<file path="src/rtl/spi_controller.sv">
// rtl/spi_controller.sv - SPI bus master: one byte per frame, CS framing, COPI on rising / sample on falling
module spi_controller #(
    parameter int CLKS_PER_HALF_BIT = 2,
    parameter int CS_SETUP_CLKS     = 2,
    parameter int CS_HOLD_CLKS      = 2,
    parameter int CS_IDLE_CLKS      = 2
) (
    input  logic       i_clk,
    input  logic       i_reset_n,
    input  logic       i_tx_dv,
    input  logic [7:0] i_tx_byte,
    input  logic       i_tx_hold_cs,
    output logic       o_tx_ready,
    output logic       o_rx_dv,
    output logic [7:0] o_rx_byte,
    output logic       o_spi_clk,
    output logic       o_spi_copi,
    input  logic       i_spi_cipo,
    output logic       o_spi_cs_n
);
    localparam int CW = 16;
    localparam logic [CW-1:0] HALF_LAST  = CW'(CLKS_PER_HALF_BIT - 1);
    localparam logic [CW-1:0] SETUP_LAST = CW'(CS_SETUP_CLKS - 1);
    localparam logic [CW-1:0] HOLD_LAST  = CW'(CS_HOLD_CLKS - 1);
    localparam logic [CW-1:0] IDLE_LAST  = CW'(CS_IDLE_CLKS - 1);

    typedef enum logic [2:0] {
        S_IDLE,
        S_SETUP,
        S_XFER,
        S_WAIT_NEXT,
        S_HOLD,
        S_GAP
    } state_t;

    state_t        r_state;
    state_t        w_next;
    logic [CW-1:0] r_cnt;
    logic [3:0]    r_edge_cnt;
    logic [7:0]    r_tx_shift;
    logic [7:0]    r_rx_shift;
    logic [7:0]    r_rx_byte;
    logic          r_hold;
    logic          r_spi_clk;
    logic          r_cs_n;
    logic          r_ready;
    logic          r_rx_dv;
    logic          w_accept;
    logic          w_half_done;
    logic          w_last_edge;
    logic          w_timed_state;

    assign w_accept      = i_tx_dv && (r_state == S_IDLE || r_state == S_WAIT_NEXT);
    assign w_half_done   = (r_state == S_XFER) && (r_cnt == HALF_LAST);
    assign w_last_edge   = w_half_done && (r_edge_cnt == 4'd15);
    assign w_timed_state = (r_state == S_SETUP) || (r_state == S_XFER) ||
                           (r_state == S_HOLD)  || (r_state == S_GAP);

    always_ff @(posedge i_clk or negedge i_reset_n) begin
        if (!i_reset_n) begin
            r_state <= S_IDLE;
        end else begin
            r_state <= w_next;
        end
    end

    always_comb begin
        w_next = r_state;
        case (r_state)
            S_IDLE:      if (i_tx_dv) w_next = S_SETUP;
            S_SETUP:     if (r_cnt == SETUP_LAST) w_next = S_XFER;
            S_XFER:      if (w_last_edge) w_next = r_hold ? S_WAIT_NEXT : S_HOLD;
            S_WAIT_NEXT: if (i_tx_dv) w_next = S_XFER;
            S_HOLD:      if (r_cnt == HOLD_LAST) w_next = S_GAP;
            S_GAP:       if (r_cnt == IDLE_LAST) w_next = S_IDLE;
            default:     w_next = S_IDLE;
        endcase
    end

    // Outputs are registered from the next state so CS and ready never glitch on state decode.
    always_ff @(posedge i_clk or negedge i_reset_n) begin
        if (!i_reset_n) begin
            r_cnt      <= '0;
            r_edge_cnt <= '0;
            r_tx_shift <= '0;
            r_rx_shift <= '0;
            r_rx_byte  <= '0;
            r_hold     <= 1'b0;
            r_spi_clk  <= 1'b0;
            r_cs_n     <= 1'b1;
            r_ready    <= 1'b1;
            r_rx_dv    <= 1'b0;
        end else begin
            r_rx_dv <= w_last_edge;
            r_cs_n  <= (w_next == S_IDLE) || (w_next == S_GAP);
            r_ready <= (w_next == S_IDLE) || (w_next == S_WAIT_NEXT);

            if (w_next != r_state || w_half_done || !w_timed_state) begin
                r_cnt <= '0;
            end else begin
                r_cnt <= r_cnt + CW'(1);
            end

            if (w_accept) begin
                r_tx_shift <= i_tx_byte;
                r_hold     <= i_tx_hold_cs;
                r_edge_cnt <= '0;
            end

            if (w_half_done) begin
                r_spi_clk  <= ~r_spi_clk;
                r_edge_cnt <= r_edge_cnt + 4'd1;
                // Even count = rising edge; the first rising edge leaves bit 7 on COPI.
                if (!r_edge_cnt[0]) begin
                    if (r_edge_cnt != 4'd0) begin
                        r_tx_shift <= {r_tx_shift[6:0], 1'b0};
                    end
                end else begin
                    r_rx_shift <= {r_rx_shift[6:0], i_spi_cipo};
                    if (w_last_edge) begin
                        r_rx_byte <= {r_rx_shift[6:0], i_spi_cipo};
                    end
                end
            end
        end
    end

    assign o_tx_ready = r_ready;
    assign o_rx_dv    = r_rx_dv;
    assign o_rx_byte  = r_rx_byte;
    assign o_spi_clk  = r_spi_clk;
    assign o_spi_copi = r_tx_shift[7];
    assign o_spi_cs_n = r_cs_n;

endmodule
</file>
<file path="config.mk">
export PLATFORM = sky130hd
export DESIGN_NAME = spi_controller
export DESIGN_NICKNAME = d
export VERILOG_FILES = /design/src/rtl/spi_controller.sv
export SDC_FILE = /design/constraint.sdc
export NUM_CORES = 1
export LEC_CHECK = 0
export CORE_MARGIN = 5
export CORE_UTILIZATION = 60
export CTS_CLUSTER_SIZE = 30
export DETAILED_ROUTE_END_ITERATION = 16
export GPL_TIMING_DRIVEN = 0
export HOLD_SLACK_MARGIN = 0.08
export PLACE_DENSITY_LB_ADDON = 0.08
export SYNTH_ARGS = -nofsm -noshare
export SYNTH_HDL_FRONTEND = slang
export SYNTH_SLANG_ARGS = --single-unit
</file>
<file path="constraint.sdc">
create_clock -name i_clk -period 4.2 [get_ports i_clk]
set_input_delay 1.05 -clock i_clk [delete_from_list [all_inputs] [get_ports i_clk]]
set_output_delay 1.05 -clock i_clk [all_outputs]
set_load 0.02 [all_outputs]
</file>
# ---- After elaboration in Yosys (flattened, before gate mapping)
# Index checks and enable logic that the tools add are counted.
# Widths: inputs -> output; s select.
dict set report totals {
  register_bits 51
  out_inout_bits 13
  mem_count 0
  latch_bits 0
  inputBits 13
  ram_bits 0
  elab_cells 57
  romBits 0
}
dict set report classes {
  reduce_logical 18
  n_eq_ne 10
  n_div 0
  mux 15
  n_shift 0
  bitwise_logic 1
  addsub 2
  multipliers 0
  magnitude_cmp 0
}
# operator n
set ops {}
lappend ops {{$mux 8} 4}
lappend ops {{$mux 3} 7}
lappend ops {{$pmux 3 s6} 1}
lappend ops {{$add 16x1->16 const B} 1}
lappend ops {{$eq 16x1->1 const B} 1}
lappend ops {{$mux 16} 1}
lappend ops {{$eq 3x2->1 const B} 3}
lappend ops {{$eq 3x3->1 const B} 3}
lappend ops {{$logic_or 1x1->1} 8}
lappend ops {{$mux 4} 2}
lappend ops {{$logic_not 3->1} 2}
lappend ops {{$add 4x1->4 const B} 1}
lappend ops {{$eq 4x4->1 const B} 1}
lappend ops {{$reduce_bool 4->1} 1}
lappend ops {{$eq 3x1->1 const B} 1}
lappend ops {{$logic_and 1x1->1} 3}
lappend ops {{$ne 3x3->1} 1}
lappend ops {{$reduce_and 3->1} 1}
lappend ops {{$reduce_and 2->1} 1}
lappend ops {{$reduce_bool 2->1} 1}
lappend ops {{$logic_not 1->1} 1}
lappend ops {{$not 1->1} 1}

# ---- Longest topological paths before layout
# Gate-level depths: netlist (run 1).
dict set report logic_depth {
  word_depth 9
  ltp_mapped 8
  ltp_nobuf 6
}

# ---- Least setup slack after synthesis (run 1)
# OpenSTA, ideal clock, no wires.
dict set report synth_path {
  kind {input to register}
  startpoint {input i_tx_dv}
  endpoint {register r_tx_shift[1]}
  required_ps 4075
  setup_time_ps 125
  slack_ps 1802
  cell_stages 5
  arrival_ps 2273
  path_buffers 1
  path_cell_list {nor2b_1 > and2_1 > clkbuf_1 > mux2_2 > mux2_2}
}
dict set report synth_via {
  elab_chain_cells 5
}
# item line_no
set synth_rtl {}
lappend synth_rtl {{start, declared} 10} ;# input logic i_tx_dv,
lappend synth_rtl {{$logic_and 1x1->1 *} 53} ;# assign w_accept = i_tx_dv && (r_state == S_IDLE || r_state == S_WAIT_NEXT);
lappend synth_rtl {{$mux 8 *} 104} ;# if (w_accept) begin
lappend synth_rtl {{$mux 8} 115} ;# if (r_edge_cnt != 4'd0) begin
lappend synth_rtl {{$mux 8} 114} ;# if (!r_edge_cnt[0]) begin
lappend synth_rtl {{$mux 8 *} 110} ;# if (w_half_done) begin
lappend synth_rtl {{end signal, assigned} 105} ;# r_tx_shift <= i_tx_byte;
lappend synth_rtl {{end signal, assigned} 116} ;# r_tx_shift <= {r_tx_shift[6:0], 1'b0};
lappend synth_rtl {{end, declared} 40} ;# logic [7:0] r_tx_shift;
# Mark *: on every way between the ends. The rest lies on a longest branch, timed or not.
# A chain may end at the register's enable or synchronous reset.

# ---- Final worst setup path (run 1)
# Ends and elaborated chain as after synthesis.

==> flow_summary_export.csv, run 1 <==
group,metric,value,unit
status,status,"completed",
timing,fmax,357,MHz
final_layout,fin_area,2870,µm²
yosys,netlist-cell-type-count,36,
place,place_area,2760,µm²
pwr,pwr-share-seq,43.7,%
yosys,synth_compound_area_share,5.82,%
yosys,synthTopCellsByArea,"dfrtp_1 (50%), mux2_2 (14%), xnor2_1 (4.3%)",
yosys,synth_common_cells,"dfrtp_1 (49), mux2_2 (31), nor2_1 (21)",
floorplanning,start_util,61.2,%
pwr,swShare,33.7,%
drt,wirelength,4360,µm
timing,worst-slew-pin-transition,0.617,ns
timing,report.final.slew_viol_count,0,
global_routing,grt_first_pass_wirelength,7490,µm
clocking,cts.sinks,51,
worst_setup_path,worstSetupPathType,"input pin to register",
place,io_buffers,25,
floorplanning,num_rows,23,
yosys,synthArstFlopShare,100,%
pwr,p_comb_share,35.1,%
worst_setup_path,crit_path_end_kind,"register",
timing,post-route-period-util,66.6,%
final_layout,syn_to_final_growth,18.1,%
worst_setup_path,path_delay_family,"buffers and inverters",
yosys,ys_ff_latch,51,
yosys,synth_xor_area_share,5.41,%
timing,slew_headroom,58.5,%
timing,whs,0.480,ns
yosys,synth_top_cell_area_share,50.5,%
worst_setup_path,crit_slowest_cell,"clkdlybuf4s50_1",
timing,rsz0062_at_grt,"false",
yosys,yosysSeqAreaShare,52.6,%
worst_setup_path,crit_buf_inv,2,
floorplanning,core_area,3970,µm²
clocking,cts-buffers-inserted,5,
drt,remaining_drc_errors,0,
timing,fin_crit,2.80,ns
clocking,clkLatencyLatePin,0.31,ns
pwr,p_clk_share,21.2,%
clocking,cts_tree,"yes",
global_routing,grt_max_degree,28,
pwr,power_leakage,1.24,nW
global_routing,track_usage,18.4,%
worst_setup_path,critPathMaxStageDelay,0.52,ns
worst_setup_path,cp-start-kind,"input pin",
yosys,synthSimpleGateAreaFrac,17.1,%
timing,setup_tns,0,ns
clocking,cts-root-buf,"clkbuf_8",
yosys,synth_mux_area_share,14.8,%
floorplanning,ios,26,
drt,via_count,1643,
final_layout,n_antenna_cell,0,
yosys,ys.flop_type,"dfrtp_1",
place,dp_hpwl,3240,µm
min_path,hold_class,"register to register",
worst_setup_path,cp.required,4.40,ns
pwr,power_density,556,nW/µm²
clocking,cts-resized-gates,0,
worst_setup_path,crit_chain,"clkdlybuf4s50_1 > nor2b_1 > and2_1 > clkbuf_1 > mux2_2 > mux2_2",
pwr,p_sw,538,µW
pwr,ir_drop,0.000286,V
yosys,synth_edf_count,0,
final_layout,fin_util,72.3,%
timing,finalHoldViolations,0,
worst_setup_path,crit_fanout,10,
drt,via_per_inst,5.57,
clocking,cts_setup_buffers,0,
worst_setup_path,cp_common_cell,"mux2_2",
yosys,syn_nets,228,
yosys,yosysTopAreaCell,"dfrtp_1",
floorplanning,die_y,73.6,µm
floorplanning,dieArea,5420,µm²
clocking,clk_pin_slew,0.09,ns
yosys,avgSynthCellArea,11.5,µm²
yosys,synthAdderAreaFrac,2.06,%
global_routing,grt_pass1_vias,1625,
timing,finalClockSkew,0.00635,ns
yosys,yosys_warnings,0,
yosys,synth_area,2430,µm²
clocking,cts_hold_buf,0,
drt,drt_iter0_drc,74,
clocking,htree_levels,2,
place,gp_routability_congestion,0.881,
global_routing,overflow,0,
job,maxCapViolations,0,
drt,drt-pass1-iter-count,4,
final_layout,nets,261,
yosys,yosysMostFrequentCell,"dfrtp_1",
clocking,clockBufferDepth,2,
yosys,synth_cells,211,
timing,setup_violations,0,
drt,avgRoutedWirePerCell,14.8,µm
pwr,p_int,1.06,mW
worst_setup_path,cp.arrival,3.00,ns
global_routing,antenna_found_initial,0,
final_layout,drive_gt1_share,22.0,%
yosys,synth_top_family_by_area,"simple AND/OR/NAND/NOR gates",
drt,ant_nets,0,
floorplanning,fp.dieW,73.6,µm
## cell usage in the layout, fill, tap and decap left out, drive strengths merged, types with 3 or more instances in the layout
cell	n
dfrtp	49
nand2b	4
nand4	3
nor3	9
xor2	3
a21o	5
nand3	11
clkdlybuf4s50	24
mux2	31
clkbuf	10
nor4	7
nand2	8
nor2	21
buf	5
or2	3
ha	4
a21oi	5
xnor2	12
inv	5
a211oi	3
## metrics by stage
step                      cells  power [mW]  worst slack (ns)
after floorplan             211        1.11              1.80
final                       295        1.60              1.40
after global routing        295        1.71              1.29
after global placement      286        1.23             0.729
after detailed placement    287        1.27              1.06
after CTS                   295        1.61              1.37
## power groups by stage
| stage | combinational, mW | clock, mW | sequential [mW] |
|---|---|---|---|
| after detailed placement | 0.559 | 0 | 0.709 |
| after CTS | 0.568 | 0.345 | 0.699 |
| final | 0.560 | 0.338 | 0.698 |
| after floorplan | 0.402 | 0 | 0.705 |
| after global routing | 0.623 | 0.369 | 0.715 |
| after global placement | 0.530 | 0 | 0.701 |
## final cells by class
class	instances	area, µm²
well taps	50	62.6
fillers	282	1100
clock inverters	3	43.8
inverters	5	18.8
plain buffers	8	33.8
flip-flops and latches	51	1280
repair buffers	26	265
clock buffers	5	68.8
multi-input cells	147	1100
## registers in the layout, summed over array words and instances (netlist names), 3 cells and up
register / flops
r_state: 3
o_rx_byte: 8
r_tx_shift: 8
r_cnt: 16
r_rx_shift: 7
r_edge_cnt: 4
## kinds of logic (layout without fill, tap and decap cells)
group | Yosys count | after routing
XOR/XNOR | 15 | 15
flip-flops | 51 | 51
AO/OA/AOI/OAI | 21 | 21
AND/OR/NAND/NOR | 75 | 75
adder cells (fa/ha/maj) | 4 | 4
multiplexers | 32 | 32
buffers and inverters | 13 | 47
## worst paths after layout
path / start / end / slack, ns / cells after the start
worst max-delay path: i_tx_dv / r_tx_shift[1]$_DFF_PN0_ / 1.40 / 6
worst min-delay path: o_spi_clk$_DFFE_PN0N_ / o_spi_clk$_DFFE_PN0N_ / 0.48 / 1
worst max register to register: r_cnt[1]$_DFF_PN0_ / o_rx_byte[0]$_DFFE_PN0P_ / 1.89 / 6
worst min register to register: o_spi_clk$_DFFE_PN0N_ / o_spi_clk$_DFFE_PN0N_ / 0.48 / 1
max in group asynchronous: i_reset_n / o_spi_cs_n$_DFF_PN1_ / 2.86 / 2
min in group asynchronous: i_reset_n / r_tx_shift[7]$_DFF_PN0_ / 0.73 / 1
## layer usage
| layer | part of all wire, % | vias to the layer above | global-route usage (%) | wire (µm) |
|---|---|---|---|---|
| li1 | - | 810 | - | - |
| met1 | 43 | 785 | 23.2 | 1880 |
| met2 | 49 | 40 | 29.9 | 2150 |
| met3 | 5.5 | 8 | 4.79 | 240 |
| met4 | 2.1 | 0 | 8.25 | 92 |
| met5 | 0 | - | 0 | 0 |
## worst reg2reg max path, cell delays in order (launching register included)
cell     delay [ns]
dfrtp_1        0.43
inv_1          0.07
ha_1           0.15
nor3b_1        0.27
nand4_2        0.27
nor4_4         0.61
mux2_2         0.41
Note: power is estimated with default switching activity, not from simulation.
==> run 2, diff against run 1 <==
--- a/config.mk
+++ b/config.mk
@@ -6,7 +6,7 @@
 export NUM_CORES = 1
 export LEC_CHECK = 0
 export CORE_MARGIN = 5
-export CORE_UTILIZATION = 60
+export CORE_UTILIZATION = 50
 export CTS_CLUSTER_SIZE = 30
 export DETAILED_ROUTE_END_ITERATION = 16
 export GPL_TIMING_DRIVEN = 0
==> constraint.sdc (replaced) <==
create_clock -name i_clk -period 2.5 [get_ports i_clk]
set_input_delay 0.625 -clock i_clk [delete_from_list [all_inputs] [get_ports i_clk]]
set_output_delay 0.625 -clock i_clk [all_outputs]
set_load 0.02 [all_outputs]
==> flow_summary_export.csv, run 2 (synthesis gave the netlist of run 1 again) <==
group,metric,value,unit
floorplanning,core_area,4720,µm²
floorplanning,start_util,51.4,%
pwr,ir_drop,0.000482,V
clocking,clockBufferDepth,2,
global_routing,grt_first_pass_wirelength,7620,µm
place,io_buffers,25,
final_layout,syn_to_final_growth,19.9,%
clocking,cts.sinks,51,
global_routing,antenna_found_initial,0,
timing,whs,0.273,ns
pwr,power_leakage,1.26,nW
timing,report.final.slew_viol_count,0,
place,dp_hpwl,3070,µm
drt,via_count,1662,
pwr,pwr-share-seq,43.7,%
pwr,p_int,1.78,mW
pwr,finalPower,2.68,mW
floorplanning,dieArea,6350,µm²
timing,worst-slew-pin-transition,0.513,ns
timing,setup_slack,0.331,ns
place,gp_routability_congestion,0.829,
worst_setup_path,worstSetupPathType,"register to register",
pwr,p_clk_share,22.1,%
drt,remaining_drc_errors,0,
worst_setup_path,crit_start,"r_cnt[1]$_DFF_PN0_",
final_layout,nets,263,
global_routing,grt_pass1_vias,1593,
worst_setup_path,crit_path_end_kind,"register",
floorplanning,num_rows,25,
drt,via_per_inst,5.29,
worst_setup_path,cp.arrival,2.38,ns
timing,finalClockSkew,0.00640,ns
place,pre_cts_slack,-0.235,ns
drt,drt-pass1-iter-count,4,
worst_setup_path,timing.rr.start,"r_cnt[1]$_DFF_PN0_",
pwr,swShare,33.5,%
drt,drt_iter0_drc,34,
timing,post-route-period-util,86.8,%
final_layout,largest_reg_flops,16,
floorplanning,ios,26,
worst_setup_path,cp-start-kind,"register",
clocking,cts-buffers-inserted,5,
worst_setup_path,crit_fanout,6,
clocking,clk_pin_slew,0.10,ns
final_layout,drive_gt1_share,23.5,%
final_layout,final_common_cell,"dfrtp_1",
timing,rsz0062_at_grt,"false",
timing,fin_crit,2.17,ns
timing,slew_headroom,65.5,%
floorplanning,fp.dieW,79.7,µm
clocking,cts_tree,"yes",
timing,setup_tns,0,ns
drt,avgRoutedWirePerCell,13.6,µm
worst_setup_path,r2r_slack,0.33,ns
global_routing,overflow,0,
timing,finalHoldViolations,0,
clocking,htree_levels,2,
timing,fmax,461,MHz
job,maxCapViolations,0,
drt,ant_nets,0,
floorplanning,die_y,79.7,µm
worst_setup_path,cp.required,2.71,ns
min_path,hold_class,"input pin to asynchronous set/reset pin",
pwr,p_sw,899,µW
pwr,power_density,921,nW/µm²
clocking,clkLatencyLatePin,0.31,ns
clocking,cts-root-buf,"clkbuf_8",
final_layout,mostFrequentLayoutCells,"dfrtp_1 (49), mux2_2 (31), clkdlybuf4s50_1 (24), nor2_1 (21), xnor2_1 (12)",
final_layout,n_antenna_cell,0,
drt,wirelength,4270,µm
final_layout,regMostFlops,"r_cnt",
global_routing,grt_max_degree,31,
status,status,"completed",
pwr,p_comb_share,34.2,%
timing,setup_violations,0,
global_routing,track_usage,15.4,%
==> run 2: repair_timing <==
action                                 4_1_cts  5_1_grt
gates resized for setup                      0        4
endpoints found under the hold margin        0        0
hold buffers                                 0        0
setup buffers                                0        2
setup endpoints to repair                    0       17
==> run 2: worst paths after layout <==
| kind | end | depth (start not counted) |
|---|---|---|
| setup / recovery | o_rx_byte[0]$_DFFE_PN0P_ | 7 |
| hold reg to reg | o_spi_clk$_DFFE_PN0N_ | 1 |
| hold / removal | r_cnt[13]$_DFF_PN0_ | 1 |
| max in group asynchronous | o_tx_ready$_DFF_PN1_ | 2 |
| min in group i_clk | o_spi_clk$_DFFE_PN0N_ | 1 |
| setup reg to reg | o_rx_byte[0]$_DFFE_PN0P_ | 7 |
==> run 2: layout make-up <==
class                           count  area (µm²)
Multi-Input combinational cell    147        1100
Tap cell                           67        83.8
Clock inverter                      3        47.5
Sequential cell                    51        1280
Clock buffer                        5        68.8
Fill cell                         415        1810
Inverter                            5        18.8
Timing Repair Buffer               28         280
Buffer                              8        36.3
==> run 2: layer usage <==
metal,wire length (µm),track usage (%),share of wire (%),up-vias
met1,2090,21.5,49,816
li1,-,-,-,817
met4,84,6.70,2.0,0
met5,0,0,0,-
met3,186,3.61,4.4,7
met2,1910,22.9,45,22
==> run 2: power by group through the flow <==
stage                     sequential, mW  clock, mW  combinational, mW
after global placement              1.18          0              0.911
after floorplan                     1.18          0              0.676
after detailed placement            1.19          0              0.931
after CTS                           1.17      0.618              0.933
after global routing                1.20      0.648               1.04
final                               1.17      0.592              0.919
==> run 2: worst max-delay path, cell delays in order, from the launching register on <==
cell and delay [ns]:
dfrtp_1 0.43, inv_1 0.07, ha_1 0.13, nor3b_1 0.31, nand4_2 0.26, nor4_4 0.35
buf_4 0.19, mux2_2 0.33
==> run 2: per-stage QoR <==
step	std cells	instance area (µm²)	utilization, %
5_1_grt	314	2910	61.7
3_5_place_dp	304	2780	58.8
2_1_floorplan	211	2430	-
6_report	314	2910	61.7
3_3_place_gp	303	2760	58.5
4_1_cts	312	2900	61.3
==> run 3, diff against run 2 <==
--- a/config.mk
+++ b/config.mk
@@ -5,10 +5,12 @@
 export SDC_FILE = /design/constraint.sdc
 export NUM_CORES = 1
 export LEC_CHECK = 0
+export CORE_ASPECT_RATIO = 0.5
 export CORE_MARGIN = 5
-export CORE_UTILIZATION = 50
+export CORE_UTILIZATION = 56
 export CTS_CLUSTER_SIZE = 30
 export DETAILED_ROUTE_END_ITERATION = 16
+export GPL_ROUTABILITY_DRIVEN = 0
 export GPL_TIMING_DRIVEN = 0
 export HOLD_SLACK_MARGIN = 0.08
 export PLACE_DENSITY_LB_ADDON = 0.08
==> constraint.sdc (replaced) <==
create_clock -name i_clk -period 2.1 [get_ports i_clk]
set_input_delay 0.525 -clock i_clk [delete_from_list [all_inputs] [get_ports i_clk]]
set_output_delay 0.525 -clock i_clk [all_outputs]
set_load 0.02 [all_outputs]
==> flow_summary_export.csv, run 3 (synthesis gave the netlist of run 1 again) <==
group,metric,value,unit
worst_setup_path,cp.arrival,2.24,ns
floorplanning,core_area,4040,µm²
status,status,"completed",
worst_setup_path,crit_path_end_kind,"register",
global_routing,grt_pass1_vias,1622,
clocking,clkLatencyLatePin,0.31,ns
final_layout,nets,267,
drt,remaining_drc_errors,0,
final_layout,final.fill_count,295,
clocking,cts_hold_buf,0,
worst_setup_path,timing.rr.start,"r_cnt[1]$_DFF_PN0_",
drt,via_count,1651,
worst_setup_path,critPathMaxStageDelay,0.43,ns
global_routing,grt_max_degree,32,
timing,fmax,489,MHz
global_routing,grt.met1_usage,22.0,%
place,io_buffers,25,
drt,drt-pass1-iter-count,4,
worst_setup_path,crit_buf_inv,2,
final_layout,drive_gt1_share,26.0,%
worst_setup_path,crit_chain,"inv_1 > ha_1 > nor3b_2 > nand4_2 > nor4_4 > buf_4 > mux2_2",
timing,fin_crit,2.04,ns
floorplanning,start_util,60.1,%
global_routing,use_met2,25.5,%
timing,worst-slew-pin-transition,0.482,ns
final_layout,final_common_cell,"dfrtp_1",
global_routing,grt_first_pass_wirelength,7440,µm
worst_setup_path,r2r_cells,7,
pwr,power_leakage,1.28,nW
clocking,cts-buffers-inserted,5,
floorplanning,fp.dieW,103,µm
floorplanning,die_y,56.6,µm
global_routing,top_usage_layer,"met2",
worst_setup_path,r2r_slack,0.06,ns
floorplanning,dieArea,5840,µm²
final_layout,regMostFlops,"r_cnt",
final_layout,mostFrequentLayoutCells,"dfrtp_1 (49), mux2_2 (31), clkdlybuf4s50_1 (24), nor2_1 (21), xnor2_1 (12)",
timing,slew_headroom,67.8,%
place,dp_hpwl,3070,µm
clocking,htree_levels,2,
pwr,finalPower,3.28,mW
final_layout,fin_area,2940,µm²
floorplanning,num_rows,16,
timing,finalClockSkew,0.00807,ns
worst_setup_path,path_delay_family,"simple AND/OR/NAND/NOR gates",
place,place_area,2760,µm²
clocking,clk_pin_slew,0.09,ns
worst_setup_path,crit_fanout,6,
global_routing,use_met3,5.81,%
global_routing,overflow,0,
timing,report.final.slew_viol_count,0,
final_layout,syn_to_final_growth,21.2,%
drt,drt_iter0_drc,40,
job,maxCapViolations,0,
pwr,ir_drop,0.000496,V
clocking,cts.sinks,51,
worst_setup_path,cp-start-kind,"register",
timing,setup_slack,0.0569,ns
drt,ant_nets,0,
clocking,cts_tree,"yes",
worst_setup_path,crit_slowest_cell,"dfrtp_1",
place,pre_cts_slack,-0.562,ns
min_path,hold_class,"input pin to asynchronous set/reset pin",
worst_setup_path,worst_r2r_endpoint,"o_rx_byte[4]$_DFFE_PN0P_",
floorplanning,ios,26,
clocking,clockBufferDepth,2,
drt,avgRoutedWirePerCell,14.4,µm
pwr,power_density,1110,nW/µm²
final_layout,n_antenna_cell,0,
timing,finalHoldViolations,0,
timing,setup_violations,0,
worst_setup_path,worstSetupPathType,"register to register",
drt,wirelength,4390,µm
timing,post-route-period-util,97.3,%
worst_setup_path,cp.required,2.29,ns
drt,via_per_inst,5.43,
clocking,cts-root-buf,"clkbuf_8",
global_routing,track_usage,16.3,%
final_layout,largest_reg_flops,16,
global_routing,antenna_found_initial,0,
==> run 3: layout make-up <==
type	count	area (µm²)	area share, %
Inverter	5	18.8	0.637
Clock buffer	5	68.8	2.34
Timing Repair Buffer	32	310	10.5
Clock inverter	2	37.5	1.27
Tap cell	54	67.6	2.29
Buffer	8	45.0	1.53
Multi-Input combinational cell	147	1120	38.0
Sequential cell	51	1280	43.4
==> run 3: what timing repair did <==
action,in CTS,in global routing
endpoints found under the setup margin,25,38
buffers inserted,5,1
pin swaps,2,1
resized for setup,5,6
hold endpoints to repair,0,0
==> run 3: where the power goes <==
part | switching, mW | leakage, nW | internal, mW
sequential | 0.179 | 0.665 | 1.22
clock | 0.317 | 0.0502 | 0.348
combinational | 0.599 | 0.561 | 0.613
total | 1.09 | 1.28 | 2.19
==> run 3: worst register-to-register path: stages (launching register included) <==
cell     delay [ns]
dfrtp_1        0.43
inv_1          0.07
ha_1           0.14
nor3b_2        0.20
nand4_2        0.20
nor4_4         0.35
buf_4          0.20
mux2_2         0.34
==> run 3: worst max path at each step <==
stage	start	to	slack (ns)	cells after the start
CTS	r_cnt[1]$_DFF_PN0_	o_rx_byte[4]$_DFFE_PN0P_	0.008	7
global route	r_cnt[0]$_DFF_PN0_	r_edge_cnt[2]$_DFFE_PN0P_	-0.03	7
floorplan	r_cnt[1]$_DFF_PN0_	o_rx_byte[0]$_DFFE_PN0P_	0.13	6
finish	r_cnt[1]$_DFF_PN0_	o_rx_byte[4]$_DFFE_PN0P_	0.06	7
detailed placement	i_tx_dv	r_tx_shift[1]$_DFF_PN0_	-0.56	6
global placement	i_reset_n	r_cnt[12]$_DFF_PN0_	-0.91	1
==> run 3: through the flow <==
| stage | hold slack [ns] | cells | utilization (%) | TNS, ns |
|---|---|---|---|---|
| after floorplan | 0.229 | 211 | - | 0 |
| after global placement | 0.476 | 290 | 67.9 | -52.40 |
| after detailed placement | 0.476 | 291 | 68.3 | -7.69 |
| after CTS | 0.182 | 303 | 72.3 | 0 |
| after global routing | 0.202 | 304 | 72.8 | -0.142 |
| final | 0.164 | 304 | 72.8 | 0 |
==> run 3: per-layer routing <==
layer | vias to the layer above | share of wire [%]
met5 | - | 0
met4 | 0 | 0.78
met3 | 5 | 6.4
met2 | 28 | 45
met1 | 798 | 47
li1 | 820 | -
